--- src/rtl/sqrt_seq.sv ---
// sqrt_seq: multi-cycle restoring square root, one root bit per clock.
// Produces floor(sqrt(in_data) * 2^FRAC_W) together with its remainder
// and an exactness flag. Operands and results use valid/ready handshakes.
module sqrt_seq #(
    parameter  int IN_W   = 8,
    parameter  int FRAC_W = 8,
    localparam int RW     = ((IN_W + 2*FRAC_W) % 2 == 1) ? (IN_W + 2*FRAC_W + 1) : (IN_W + 2*FRAC_W),
    localparam int OUT_W  = RW / 2
) (
    input  logic             clk,
    input  logic             rst,
    input  logic             in_valid,
    output logic             in_ready,
    input  logic [IN_W-1:0]  in_data,
    output logic             out_valid,
    input  logic             out_ready,
    output logic [OUT_W-1:0] out_root,
    output logic [OUT_W:0]   out_rem,
    output logic             out_exact
);

    localparam int CW = (OUT_W > 1) ? $clog2(OUT_W) : 1;

    typedef enum logic [1:0] {IDLE, CALC, DONE} state_t;

    state_t           state_q;
    logic [RW-1:0]    rad_q;
    logic [OUT_W-1:0] root_q;
    logic [OUT_W+1:0] rem_q;
    logic [CW-1:0]    cnt_q;
    logic             in_ready_q;
    logic             out_valid_q;
    logic [OUT_W-1:0] out_root_q;
    logic [OUT_W:0]   out_rem_q;
    logic             out_exact_q;

    // Iteration datapath. rem <= 2*root bounds the partial remainder, so
    // OUT_W+2 bits hold every trial value and the top bits dropped by the
    // shift of rem are always zero.
    logic [OUT_W+1:0] r_shift;
    logic [OUT_W+1:0] t_val;
    logic [OUT_W+1:0] rem_nxt;
    logic [OUT_W:0]   root_ext;
    logic [OUT_W-1:0] root_nxt;

    // One restoring step: bring down two radicand bits and try a 1 root bit.
    always_comb begin
        r_shift  = {rem_q[OUT_W-1:0], rad_q[RW-1:RW-2]};
        t_val    = {root_q, 2'b01};
        root_ext = {root_q, 1'b0};
        rem_nxt  = r_shift;
        if (r_shift >= t_val) begin
            rem_nxt     = r_shift - t_val;
            root_ext[0] = 1'b1;
        end
        root_nxt = root_ext[OUT_W-1:0];
    end

    // Control FSM, iteration registers and registered result outputs.
    always_ff @(posedge clk) begin
        if (rst) begin
            state_q     <= IDLE;
            rad_q       <= '0;
            root_q      <= '0;
            rem_q       <= '0;
            cnt_q       <= '0;
            in_ready_q  <= 1'b0;
            out_valid_q <= 1'b0;
            out_root_q  <= '0;
            out_rem_q   <= '0;
            out_exact_q <= 1'b1;
        end else begin
            case (state_q)
                IDLE: begin
                    if (in_valid && in_ready_q) begin
                        rad_q      <= RW'(in_data) << (2*FRAC_W);
                        root_q     <= '0;
                        rem_q      <= '0;
                        cnt_q      <= CW'(OUT_W - 1);
                        in_ready_q <= 1'b0;
                        state_q    <= CALC;
                    end else begin
                        // First cycle after reset raises in_ready here.
                        in_ready_q <= 1'b1;
                    end
                end
                CALC: begin
                    rad_q  <= rad_q << 2;
                    root_q <= root_nxt;
                    rem_q  <= rem_nxt;
                    if (cnt_q == '0) begin
                        out_root_q  <= root_nxt;
                        out_rem_q   <= rem_nxt[OUT_W:0];
                        out_exact_q <= (rem_nxt == '0);
                        out_valid_q <= 1'b1;
                        state_q     <= DONE;
                    end else begin
                        cnt_q <= cnt_q - 1'b1;
                    end
                end
                DONE: begin
                    if (out_ready) begin
                        out_valid_q <= 1'b0;
                        in_ready_q  <= 1'b1;
                        state_q     <= IDLE;
                    end
                end
                default: state_q <= IDLE;
            endcase
        end
    end

    assign in_ready  = in_ready_q;
    assign out_valid = out_valid_q;
    assign out_root  = out_root_q;
    assign out_rem   = out_rem_q;
    assign out_exact = out_exact_q;

endmodule

--- config.mk ---
export PLATFORM = sky130hd
export DESIGN_NAME = sqrt_seq
export DESIGN_NICKNAME = d
export VERILOG_FILES = /design/src/rtl/sqrt_seq.sv
export SDC_FILE = /design/constraint.sdc
export NUM_CORES = 1
export LEC_CHECK = 0
export ABC_AREA = 1
export BUFFER_PORTS_ARGS = -buffer_cell sky130_fd_sc_hd__buf_2
export CORE_AREA = 2 2 82 84
export DETAILED_ROUTE_END_ITERATION = 6
export DIE_AREA = 0 0 84 86
export GPL_ROUTABILITY_DRIVEN = 0
export PLACE_DENSITY = 0.87
export SLEW_MARGIN = 20
export SYNTH_ARGS = -nofsm -noshare
export SYNTH_HDL_FRONTEND = slang
export SYNTH_SLANG_ARGS = --single-unit
--- constraint.sdc ---
create_clock -name clk -period 2.5 [get_ports clk]
set_clock_uncertainty 0.15 [all_clocks]
set_input_delay 0.25 -clock clk [delete_from_list [all_inputs] [get_ports clk]]
set_output_delay 0.25 -clock clk [all_outputs]
set_load 0.1 [all_outputs]
==> flow_summary.ini <==
[run_status]
outcome = complete, no violations

[timing]
slew_headroom = 0.657
hold_violations = 0
min_period_ns = 2.45
max_freq_mhz = 409
slew_viol_final = 0
worst_slew_pin_slew_ns = 0.514
min_period_over_period = 0.979
setup_viol = 0
setup-tns-final_ns = 0

[pwr]
p_leak_nw = 2.04
ir_drop_uv = 1040
power.density_nw_per_um2 = 1580

[clock_tree]
clock-sinks = 66
htreeDepth = 3
clk_pin_slew_ns = 0.07
clock_latency_ns = 0.36
numCtsBuffers = 9
cts_tree = done
clock_path_buffers = 2
cts_root_buffer = clkbuf_8

[layout]
fin_area_um2 = 4300
n_antenna_cell = 0
area_growth_pct = 19.7
final_layout_size_suffix_gt1_frac = 0.204
final_nets = 612

[drt]
drcViolationCount = 0
wl_um = 9590
antenna_left = 0
drt-initial-drc-count = 397
vias = 3670
drt_first_pass_iters = 6
wl_met1_um = 3890
highest_layer = met4
wl_per_cell_um = 14.4
drt-vias-per-instance = 5.52
met3_length_um = 634
dr_wl_met2_um = 4750

[min_path]
hp-start = in_data[6]
hold_class = in -> reg

[synthesis]
synth_warnings = 0
yosys_register_bits = 66
syn-cell-area_um2 = 3590
synth_fp_nets = 563
synth_common_cells = nand2_1 (151), inv_1 (68), dfxtp_1 (66), nor2_1 (55), a21oi_1 (38)
syn_area_per_cell_um2 = 6.71
synthCells = 535
synth_ff_type = dfxtp_1
synth_edf_count = 0
synthDistinctLibCells = 31
yosys.area.top_type = dfxtp_1
seq_area_frac_synth = 0.368
synth.most_common_cell = nand2_1
yosys-top-cells-area = dfxtp_1 (37%), nand2_1 (16%), inv_1 (7.1%)
synth_top_area_share = 0.368
ys_async_sr_fraction = 0

[setup_path]
path_class = reg -> reg
startpoint = root_q[9]$_SDFFE_PP0P_
cp_max_fo = 8
r2r_start = root_q[9]$_SDFFE_PP0P_
arrival_ns = 2.55
end_kind = register
required_ns = 2.60
start_kind = register

[run]
cap_violations = 0

[place]
placed_area_um2 = 3860
io_buffers = 39
place_hpwl_um = 6460

[die]
start_util = 0.572
core_area_um2 = 6280
ios = 40
die-height_um = 86
dieArea_um2 = 7220
num_rows = 29
die_w_um = 84

[grt]
grt_antenna_before_repair = 0
grt_pass1_wl_um = 15000
grt_pass1_vias = 3390
grt_use_total = 0.257
grt_start_max_net_pins = 33
globalRouteOverflowTotal = 0
## cell families (layout without fill, tap and decap cells)
logic type | Yosys count | after routing | share of synthesized area
simple gates | 264 | 265 | 0.322
buf+inv | 94 | 146 | 0.101
compound gates | 92 | 92 | 0.146
flops | 66 | 66 | 0.368
fa+ha+maj | 16 | 16 | 0.0557
xor+xnor | 3 | 3 | 0.00732
## layout by cell type, fill, tap and decap left out, drive strengths merged
cell	n
nor2	65
o211ai	5
nor3	1
dlygate4sd3	2
a211oi	13
o21bai	1
nand2	162
or2	1
clkbuf	13
nand4	5
buf	54
xnor2	1
a31oi	8
xor2	2
clkinv	2
ha	16
o21a	1
a21oi	39
o21ai	25
bufinv	1
nand3	30
dfxtp	66
inv	74
nand3b	1
## power by group
| part | internal, mW | switching, mW | leakage, nW |
|---|---|---|---|
| registers | 1.19 | 0.116 | 0.538 |
| clock network | 0.535 | 0.398 | 0.106 |
| logic | 1.51 | 3.06 | 1.40 |
## repair_timing
action / CTS / global route
hold buffers: 2 / 0
setup endpoints to repair: 1 / 8
hold endpoints to repair: 2 / 0
gates resized for setup: 1 / 25
pin swaps: 0 / 4
setup buffers: 0 / 7
cloned: 0 / 1
## metrics by stage
step / hold WS [ns] / instances / power [mW] / util / worst slack (ns)
2_1_floorplan: 0.247 / 535 / 4.28 / - / 0.232
3_3_place_gp: 0.299 / 640 / 4.86 / 0.615 / 0.0716
3_5_place_dp: 0.302 / 640 / 4.99 / 0.615 / -0.0198
4_1_cts: 0.00243 / 657 / 5.95 / 0.651 / 0.0352
5_1_grt: 0.0346 / 665 / 7.21 / 0.685 / -0.0820
6_report: 0.0131 / 665 / 6.81 / 0.685 / 0.0535
## area by class of cell
type / count / area (um2)
clock inverters: 2 / 35.0
flip-flops and latches: 66 / 1330
clock buffers: 13 / 169
well taps: 77 / 96.3
repair buffers: 56 / 332
fillers: 504 / 1980
multi-input cells: 376 / 2060
inverters: 75 / 282
## per-layer routing
| metal | up-vias | GRT usage |
|---|---|---|
| met5 | - | 0 |
| met4 | 0 | 0.128 |
| met3 | 37 | 0.0481 |
| met2 | 166 | 0.464 |
| met1 | 1673 | 0.293 |
| li1 | 1794 | - |
## worst paths after layout
kind                            endpoint  slack, ns  depth (start not counted)
hold reg to reg   out_valid$_SDFFE_PP0P_       0.31                          2
setup reg to reg  out_exact$_SDFFE_PP1P_       0.05                         16
hold / removal    rad_q[22]$_SDFFE_PP0P_       0.01                          3
setup / recovery  out_exact$_SDFFE_PP1P_       0.05                         16
## state kept, by name, summed over array words and instances (netlist names)
name       flops
rem_q         12
out_root      12
out_valid      1
cnt_q          4
rad_q          8
in_ready       1
root_q        12
out_exact      1
out_rem       13
state_q        2
## worst max-delay path, stage by stage, from the launching register on
cell and delay [ns]:
dfxtp_1 0.36, inv_1 0.10, ha_4 0.30, nand2_2 0.08
nor2_2 0.14, nand2_1 0.08, nor2_1 0.20, nor2_4 0.08
nand3_4 0.13, buf_6 0.16, nand2_1 0.09, nor2_2 0.16
nor2_2 0.08, nand2_1 0.08, nor2_1 0.05, nand2_1 0.05
nand2_1 0.05
No activity file was read; power rests on OpenSTA's default activity.
